## config.mk

```make
export PLATFORM = sky130hd
export DESIGN_NAME = proc_run_ctrl
export DESIGN_NICKNAME = d
export VERILOG_FILES = /design/src/rtl/proc_ctrl_pkg.sv /design/src/rtl/proc_run_timer.sv /design/src/rtl/proc_run_ctrl.sv
export SDC_FILE = /design/constraint.sdc
export NUM_CORES = 1
export LEC_CHECK = 0
export BUFFER_PORTS_ARGS = -buffer_cell sky130_fd_sc_hd__buf_2
export CAP_MARGIN = 20
export CORE_ASPECT_RATIO = 2
export CORE_UTILIZATION = 54
export DETAILED_ROUTE_END_ITERATION = 8
export PLACE_DENSITY = 0.85
export SYNTH_ARGS = -nofsm -noshare
export SYNTH_HDL_FRONTEND = slang
export SYNTH_SLANG_ARGS = --single-unit
export TNS_END_PERCENT = 20
```

## constraint.sdc

```tcl
create_clock -name clock -period 6 [get_ports clock]
set_input_delay 0.6 -clock clock [delete_from_list [all_inputs] [get_ports clock]]
set_output_delay 0.6 -clock clock [all_outputs]
set_load 0.02 [all_outputs]
```

## src/rtl/proc_ctrl_pkg.sv

```systemverilog
// Shared types and constants for the processor run controller: FSM states,
// idle register select and instruction field positions.
package proc_ctrl_pkg;

  typedef enum logic [2:0] {
    S_IDLE,
    S_LOAD,
    S_SETTLE,
    S_RUN,
    S_DUMP_SEL,
    S_DUMP_OUT,
    S_FIN
  } state_t;

  localparam logic [3:0] RID_IDLE = 4'hF;

  localparam int ICODE_MSB = 31;
  localparam int ICODE_LSB = 28;
  localparam int IFUN_MSB  = 27;
  localparam int IFUN_LSB  = 24;
  localparam int RA_MSB    = 23;
  localparam int RA_LSB    = 20;
  localparam int RB_MSB    = 19;
  localparam int RB_LSB    = 16;
  localparam int VALC_MSB  = 15;
  localparam int VALC_LSB  = 0;

  function automatic logic [3:0] icode_of(input logic [31:0] instr);
    return instr[ICODE_MSB:ICODE_LSB];
  endfunction

endpackage

```

## src/rtl/proc_run_timer.sv

```systemverilog
// Run-phase down-counter: loaded before RUN, expires on the last RUN cycle.
// PROC_RUN_CTRL_HALT_EN adds an early halt input and a used-cycle counter.
module proc_run_timer #(
  parameter int CYC_W = 16
) (
  input  logic             clock,
  input  logic             rst_n,
  input  logic             load,
  input  logic [CYC_W-1:0] load_val,
  input  logic             en,
`ifdef PROC_RUN_CTRL_HALT_EN
  input  logic             halt,
  output logic [CYC_W-1:0] run_used,
`endif
  output logic             expire
);

  logic [CYC_W-1:0] r_count;

  always_ff @(posedge clock or negedge rst_n) begin
    if (!rst_n) begin
      r_count <= '0;
    end else if (load) begin
      r_count <= load_val;
    end else if (en && (r_count != '0)) begin
      r_count <= r_count - 1'b1;
    end
  end

`ifdef PROC_RUN_CTRL_HALT_EN
  logic [CYC_W-1:0] r_used;

  always_ff @(posedge clock or negedge rst_n) begin
    if (!rst_n) begin
      r_used <= '0;
    end else if (load) begin
      r_used <= '0;
    end else if (en) begin
      r_used <= r_used + 1'b1;
    end
  end

  assign run_used = r_used;
  assign expire   = en && ((r_count == CYC_W'(1)) || halt);
`else
  assign expire   = en && (r_count == CYC_W'(1));
`endif

endmodule

```

## src/rtl/proc_run_ctrl.sv

```systemverilog
// Host sequencer for the processor: load program, run for a cycle budget,
// dump r0..r(NREG-1). Optional early halt via PROC_RUN_CTRL_HALT_EN.
module proc_run_ctrl
  import proc_ctrl_pkg::*;
#(
  parameter int IMEM_DEPTH = 32,
  parameter int DATA_W     = 32,
  parameter int NREG       = 8,
  parameter int CYC_W      = 16
) (
  input  logic                        clock,
  input  logic                        rst_n,
  input  logic                        start,
  input  logic [$clog2(IMEM_DEPTH):0] prog_len,
  input  logic [CYC_W-1:0]            run_cycles,
  input  logic                        in_valid,
  output logic                        in_ready,
  input  logic [DATA_W-1:0]           in_data,
  output logic [31:0]                 addr,
  output logic                        wr,
  output logic [DATA_W-1:0]           wdata,
  output logic                        working,
  output logic [3:0]                  rID,
  input  logic [DATA_W-1:0]           rdata,
  input  logic [2:0]                  cc,
  output logic                        out_valid,
  input  logic                        out_ready,
  output logic [DATA_W-1:0]           out_data,
  output logic [3:0]                  out_idx,
  output logic [2:0]                  cc_snap,
`ifdef PROC_RUN_CTRL_HALT_EN
  input  logic                        halt,
  output logic [CYC_W-1:0]            run_used,
`endif
  output logic                        busy,
  output logic                        done
);

  localparam int         LW       = $clog2(IMEM_DEPTH) + 1;
  localparam logic [LW-1:0] DEPTH_L  = LW'(IMEM_DEPTH);
  localparam logic [3:0]    LAST_IDX = 4'(NREG - 1);

  state_t           r_state;
  state_t           w_next;
  logic [LW-1:0]    r_len;
  logic [LW-1:0]    r_cnt;
  logic [CYC_W-1:0] r_run_cycles;
  logic [3:0]       r_idx;
  logic [3:0]       w_idx_nxt;
  logic [LW-1:0]    w_len_clamp;
  logic             w_in_ready;
  logic             w_hs;
  logic             w_expire;

  assign w_len_clamp = (prog_len > DEPTH_L) ? DEPTH_L : prog_len;
  assign w_in_ready  = (r_state == S_LOAD) && (r_cnt != r_len);
  assign w_hs        = in_valid && w_in_ready;
  assign in_ready    = w_in_ready;
  assign w_idx_nxt   = ((r_state == S_DUMP_OUT) && out_ready && (r_idx != LAST_IDX))
                       ? r_idx + 4'd1 : r_idx;

  proc_run_timer #(.CYC_W(CYC_W)) u_timer (
    .clock    (clock),
    .rst_n    (rst_n),
    .load     (r_state == S_SETTLE),
    .load_val (r_run_cycles),
    .en       (r_state == S_RUN),
`ifdef PROC_RUN_CTRL_HALT_EN
    .halt     (halt),
    .run_used (run_used),
`endif
    .expire   (w_expire)
  );

  always_comb begin
    w_next = r_state;
    case (r_state)
      S_IDLE:     if (start) w_next = (w_len_clamp == '0) ? S_SETTLE : S_LOAD;
      // r_cnt reaches r_len on the last handshake, so this is the last write cycle
      S_LOAD:     if (r_cnt == r_len) w_next = S_SETTLE;
      S_SETTLE:   w_next = S_RUN;
      S_RUN:      if (w_expire) w_next = S_DUMP_SEL;
      S_DUMP_SEL: w_next = S_DUMP_OUT;
      S_DUMP_OUT: if (out_ready) w_next = (r_idx == LAST_IDX) ? S_FIN : S_DUMP_SEL;
      S_FIN:      w_next = S_IDLE;
      default:    w_next = S_IDLE;
    endcase
  end

  always_ff @(posedge clock or negedge rst_n) begin
    if (!rst_n) begin
      r_state      <= S_IDLE;
      r_len        <= '0;
      r_cnt        <= '0;
      r_run_cycles <= '0;
      r_idx        <= '0;
    end else begin
      r_state <= w_next;
      r_idx   <= w_idx_nxt;
      if (w_hs) r_cnt <= r_cnt + 1'b1;
      if ((r_state == S_IDLE) && start) begin
        r_len        <= w_len_clamp;
        r_run_cycles <= (run_cycles == '0) ? CYC_W'(1) : run_cycles;
        r_cnt        <= '0;
        r_idx        <= '0;
      end
    end
  end

  // Outputs are registered from the next-state decode so they line up with the state
  always_ff @(posedge clock or negedge rst_n) begin
    if (!rst_n) begin
      addr      <= '0;
      wr        <= 1'b0;
      wdata     <= '0;
      working   <= 1'b0;
      rID       <= RID_IDLE;
      out_valid <= 1'b0;
      out_data  <= '0;
      out_idx   <= '0;
      cc_snap   <= '0;
      busy      <= 1'b0;
      done      <= 1'b0;
    end else begin
      wr        <= w_hs;
      addr      <= w_hs ? 32'(r_cnt) : 32'd0;
      wdata     <= w_hs ? in_data : '0;
      working   <= (w_next == S_RUN);
      busy      <= (w_next != S_IDLE);
      done      <= (w_next == S_FIN);
      out_valid <= (w_next == S_DUMP_OUT);
      rID       <= ((w_next == S_DUMP_SEL) || (w_next == S_DUMP_OUT)) ? w_idx_nxt : RID_IDLE;
      if ((r_state == S_RUN) && w_expire) cc_snap <= cc;
      if (r_state == S_DUMP_SEL) begin
        out_data <= rdata;
        out_idx  <= r_idx;
      end
    end
  end

endmodule

```

==> results_dict.tcl, run 1 <==
set metrics [dict create \
    cp-start-kind "flip-flop" \
    ir_drop_v 0.000284 \
    diodes 0 \
    drive_gt1_share_pct 37.9 \
    final_cell_mix "179 x buf_2, 133 x dfrtp_1, 72 x nand2_1" \
    arrival_ns 2.12 \
    avgSynthCellArea_um2 11.4 \
    cts_max_level 4 \
    post-route-period-util_pct 45.3 \
    die_w_um 76.4 \
    synthesis.area_mm2 0.00598 \
    r2r-start "r_state[0]" \
    grt_max_degree 77 \
    tritoncts "built" \
    dp_hpwl_um 10600 \
    gp_congestion 0.881 \
    coreArea_mm2 0.0108 \
    p_leak_nw 4.10 \
    rows 54 \
    relSlewSlack_pct 33.3 \
    postCtsSetupBuffers 0 \
    final_common_cell "buf_2" \
    startpoint "r_state[0]" \
    track_usage_pct 25.6 \
    postLayoutCoreUtil_pct 69.1 \
    fillers 788 \
    critical_path.max_fanout 21 \
    setup_viol 0 \
    route.antenna.remaining_nets 0 \
    ctsRootBufferMaster "clkbuf_16" \
    grt_antenna_before_repair 0 \
    wl_um 14600 \
    numCtsBuffers 17 \
    syn2layout_area_growth_pct 24.9 \
    tns_ns 0 \
    clock_latency_ns 0.42 \
    whs_ns 0.145 \
    io_buffer_count 180 \
    wl_per_cell_um 17.1 \
    cap_viol_max_count 0 \
    io-pin-count 207 \
    drt_iter0_markers 265 \
    synthFlopType "dfrtp_1" \
    cts.sinks 137 \
    synth.distinct_cells 52 \
    clock_path_buffers 2 \
    path_class "reg2out" \
    grt_pass1_wl_um 22300 \
    finalMaxSlewViolations 0 \
    die-area_mm2 0.0115 \
    cts-hold-fix-buffers 0 \
    power_w 0.00201 \
    nets 798 \
    fmax_mhz 368 \
    synth_edf_count 0 \
    cp-end-kind "primary output" \
    cellPowerDensity_mw_per_mm2 269 \
    grt_overflow 0 \
    required_ns 5.40 \
    vias 4618 \
    grt_pass1_vias 4597 \
    fp.dieH_um 151 \
    status "finished clean" \
    seq_area_frac_synth_pct 57.4 \
    yosys_warnings 0 \
    worst_pin_slew_ns 0.998 \
    syn_inst 526 \
    start_util_pct 55.3 \
    drc_errors 0 \
    via_per_inst 5.42 \
    clkTransAtPathRegs_ns 0.06 \
    cts_resized 0 \
    dr.pass1.iters 6 \
    ys_ff_latch 137 \
    finalHoldViolations 0 \
    worstHoldPathType "in2async" \
    finalClockSkew_ns 0.00709 \
    min_period_ns 2.72 \
    rsz0062_at_grt "false" \
    ys_async_sr_fraction_pct 100 \
]
[cell usage after synthesis, drive strengths merged, types with 2 or more instances]
cell / n / share of area (%)
a211oi: 5 / 0.79
a21oi: 21 / 1.8
a31oi: 6 / 0.63
a41oi: 2 / 0.29
and2: 40 / 4.2
buf: 36 / 4.4
clkbuf: 19 / 1.2
dfrtp: 133 / 56
dfstp: 4 / 1.8
ha: 5 / 1.0
inv: 6 / 0.38
mux2: 39 / 7.3
mux2i: 11 / 1.8
nand2: 72 / 4.5
nand2b: 10 / 1.0
nand3: 12 / 1.0
nand4: 4 / 0.52
nor2: 18 / 1.1
nor3: 7 / 0.59
nor3b: 3 / 0.46
nor4: 12 / 1.8
nor4b: 4 / 0.59
o211ai: 2 / 0.25
o21ai: 15 / 1.3
o2bb2ai: 7 / 1.0
o31ai: 3 / 0.38
or3: 3 / 0.31
or3b: 3 / 0.44
or4: 5 / 0.69
xor2: 7 / 1.0
[cells by family (layout without fill, tap and decap cells)]
group,Yosys count,after routing,synth area share [%]
AO/OA/AOI/OAI,68,68,7.49
XOR/XNOR,7,7,1.03
adder cells (fa/ha/maj),5,5,1.05
buffers and inverters,61,222,5.98
flip-flops,137,137,57.4
multiplexers,50,50,9.18
other,1,26,0.0627
AND/OR/NAND/NOR,197,197,17.8
[worst max-delay path, cell delays in order (launching register included)]
cell and delay [ns]:
dfrtp_1 0.76, or3b_2 0.55, a21oi_1 0.19, buf_2 0.20
[path summary, 6_finish.rpt]
check | depth (start not counted) | slack, ns | to
max | 3 | 3.28 | in_ready
min | 1 | 0.15 | cc_snap[2]
max reg2reg | 4 | 3.30 | u_timer.r_count[0]
min reg2reg | 2 | 0.49 | r_run_cycles[3]
max in group asynchronous | 2 | 4.50 | r_run_cycles[7]
min in group clock | 2 | 0.38 | wdata[19]
[power by group]
group          switching, W  internal, W  leakage (nW)
clock network      0.000419     0.000602         0.276
registers                 0     0.000924          1.88
logic             0.0000433    0.0000237          1.95
total              0.000462      0.00155          4.10
[routing by layer]
| layer | vias up | global-route usage, % | part of all wire (%) |
|---|---|---|---|
| li1 | 2099 | - | - |
| met1 | 2241 | 25.6 | 34 |
| met2 | 231 | 45.5 | 55 |
| met3 | 47 | 7.77 | 5.6 |
| met4 | 0 | 16.9 | 5.7 |
| met5 | - | 0 | 0 |
[final cells by class]
type	instances	area (um^2)	area share, %
timing repair buffer	184	961	12.9
clock inverter	13	133	1.78
tap	140	175	2.35
multi-input combinational	353	2290	30.7
clock buffer	19	453	6.06
sequential	137	3430	46.0
inverter	6	22.5	0.302
[registers in the layout, summed over array words and instances (netlist names), 4 cells and up]
| register | cells |
|---|---|
| addr | 6 |
| out_data | 32 |
| out_idx | 4 |
| rID | 4 |
| r_cnt | 6 |
| r_idx | 4 |
| r_len | 6 |
| r_run_cycles | 16 |
| u_timer.r_count | 16 |
| wdata | 32 |
[per-stage QoR]
stage          worst slack (ns)  cell area, um^2  cells
6_report                   3.28             7470    852
5_1_grt                    3.10             7470    852
4_1_cts                    3.28             7430    850
3_5_place_dp               3.37             6840    818
3_3_place_gp               3.43             6840    818
2_1_floorplan              4.02             6070    551
No activity file was read; power rests on OpenSTA's default activity.
==> inputs of run 2 (changes only) <==
--- a/config.mk
+++ b/config.mk
@@ -8,9 +8,9 @@
 export BUFFER_PORTS_ARGS = -buffer_cell sky130_fd_sc_hd__buf_2
 export CAP_MARGIN = 20
 export CORE_ASPECT_RATIO = 2
-export CORE_UTILIZATION = 54
+export CORE_UTILIZATION = 45
 export DETAILED_ROUTE_END_ITERATION = 8
-export PLACE_DENSITY = 0.85
+export PLACE_DENSITY = 0.76
 export SYNTH_ARGS = -nofsm -noshare
 export SYNTH_HDL_FRONTEND = slang
 export SYNTH_SLANG_ARGS = --single-unit
==> constraint.sdc (replaced) <==
create_clock -name clock -period 2.45 [get_ports clock]
set_input_delay 0.245 -clock clock [delete_from_list [all_inputs] [get_ports clock]]
set_output_delay 0.245 -clock clock [all_outputs]
set_load 0.02 [all_outputs]
==> results_dict.tcl, run 2 (synthesis gave the netlist of run 1 again) <==
set metrics [dict create \
    status "finished clean" \
    relSlewSlack_pct 45.9 \
    grt_overflow 0 \
    drt_iter0_markers 342 \
    pre_cts_slack_ns 0.328 \
    cp-end-kind "flip-flop" \
    largest_registers "out_data x32, wdata x32" \
    arrival_ns 2.48 \
    tritoncts "built" \
    syn2layout_area_growth_pct 27.2 \
    tns_ns 0 \
    finalMaxSlewViolations 0 \
    cts-hold-fix-buffers 1 \
    worstHoldPathType "in2reg" \
    postCtsSetupBuffers 0 \
    fillers 1100 \
    wl_per_cell_um 16.6 \
    p_leak_nw 4.18 \
    post-route-period-util_pct 88.0 \
    track_usage_pct 21.4 \
    wl_um 14600 \
    grt_pass1_vias 4672 \
    critical_path.max_fanout 9 \
    nets 810 \
    setup_ws_ns 0.294 \
    via_per_inst 5.32 \
    die_w_um 83.5 \
    rsz0062_at_grt "false" \
    ctsRootBufferMaster "clkbuf_16" \
    grt_pass1_wl_um 22900 \
    numCtsBuffers 17 \
    fp.dieH_um 165 \
    start_util_pct 46.0 \
    die-area_mm2 0.0138 \
    cts_max_level 4 \
    grt_antenna_before_repair 0 \
    cts_resized 0 \
    cap_viol_max_count 0 \
    fmax_mhz 464 \
    dp_hpwl_um 10600 \
    io_buffer_count 180 \
    min_period_ns 2.16 \
    worst_pin_slew_ns 0.811 \
    clock_latency_ns 0.42 \
    ir_drop_v 0.000594 \
    clock_path_buffers 2 \
    vias 4658 \
    finalClockSkew_ns 0.00863 \
    drive_gt1_share_pct 38.8 \
    route.antenna.remaining_nets 0 \
    diodes 0 \
    cellPowerDensity_mw_per_mm2 677 \
    required_ns 2.78 \
    gp_congestion 0.869 \
    coreArea_mm2 0.0130 \
    final_cell_mix "179 x buf_2, 133 x dfrtp_1, 72 x nand2_1" \
    finalHoldViolations 0 \
    cp-start-kind "flip-flop" \
    rows 59 \
    setup_viol 0 \
    grt_max_degree 62 \
    io-pin-count 207 \
    dr.pass1.iters 5 \
    clkTransAtPathRegs_ns 0.06 \
    final_common_cell "buf_2" \
    cts.sinks 137 \
    drc_errors 0 \
    path_class "reg2reg" \
]
-- run 2: cell types whose count changed in the layout (fill, tap and decap cells not counted), sizes merged --
cell         before  now
buf             184  195
bufinv            1    3
clkbuf           19   17
clkinv            2    3
clkinvlp          4    2
dlygate4sd3       0    1
inv              12   13
-- run 2: worst max-delay path, stage by stage (launching register included) --
cell     delay, ns
dfrtp_1       0.43
inv_1         0.13
ha_1          0.19
or3b_2        0.57
o21ai_0       0.40
a41oi_1       0.19
a31oi_1       0.17
-- run 2: routing by layer --
metal	vias up	global-route usage, %	part of all wire, %
met3	18	4.90	4.9
li1	2131	-	-
met4	0	10.2	2.3
met5	-	0	0
met1	2314	22.3	36
met2	195	40.2	57
-- run 2: through the flow --
| step | cell area (um^2) | utilization (%) | instances | power, W | hold slack [ns] |
|---|---|---|---|---|---|
| floorplan | 6070 | - | 551 | 0.00238 | -0.0506 |
| global placement | 6970 | 53.6 | 843 | 0.00247 | 0.253 |
| detailed placement | 6970 | 53.6 | 843 | 0.00248 | 0.265 |
| CTS | 7610 | 58.6 | 876 | 0.00520 | 0.0173 |
| global route | 7610 | 58.6 | 876 | 0.00530 | 0.0211 |
| finish | 7610 | 58.6 | 876 | 0.00515 | 0.0299 |
-- run 2: area by class of cell --
cell class / instances / area, um^2 / area share [%]
Clock buffer: 17 / 425 / 5.59
Clock inverter: 15 / 205 / 2.70
Inverter: 6 / 22.5 / 0.296
Multi-Input combinational cell: 353 / 2290 / 30.1
Sequential cell: 137 / 3430 / 45.1
Tap cell: 152 / 190 / 2.50
Timing Repair Buffer: 196 / 1040 / 13.7
-- run 2: where the power goes --
group / leakage, nW / switching [W] / internal [W]
Sequential: 1.88 / 0 / 0.00226
Clock: 0.302 / 0.00107 / 0.00164
Combinational: 2.00 / 0.000108 / 0.0000634
-- run 2: path summary, 6_finish.rpt --
| check | cells after the start | start | slack [ns] | to |
|---|---|---|---|---|
| worst max-delay path | 6 | u_timer.r_count[0] | 0.29 | u_timer.r_count[10] |
| worst min-delay path | 2 | in_data[11] | 0.03 | wdata[11] |
| worst max register to register | 6 | u_timer.r_count[0] | 0.29 | u_timer.r_count[10] |
| worst min register to register | 2 | r_run_cycles[15] | 0.48 | r_run_cycles[15] |
| max in group asynchronous | 3 | rst_n | 1.38 | r_run_cycles[15] |
| min in group asynchronous | 2 | rst_n | 0.38 | wdata[8] |
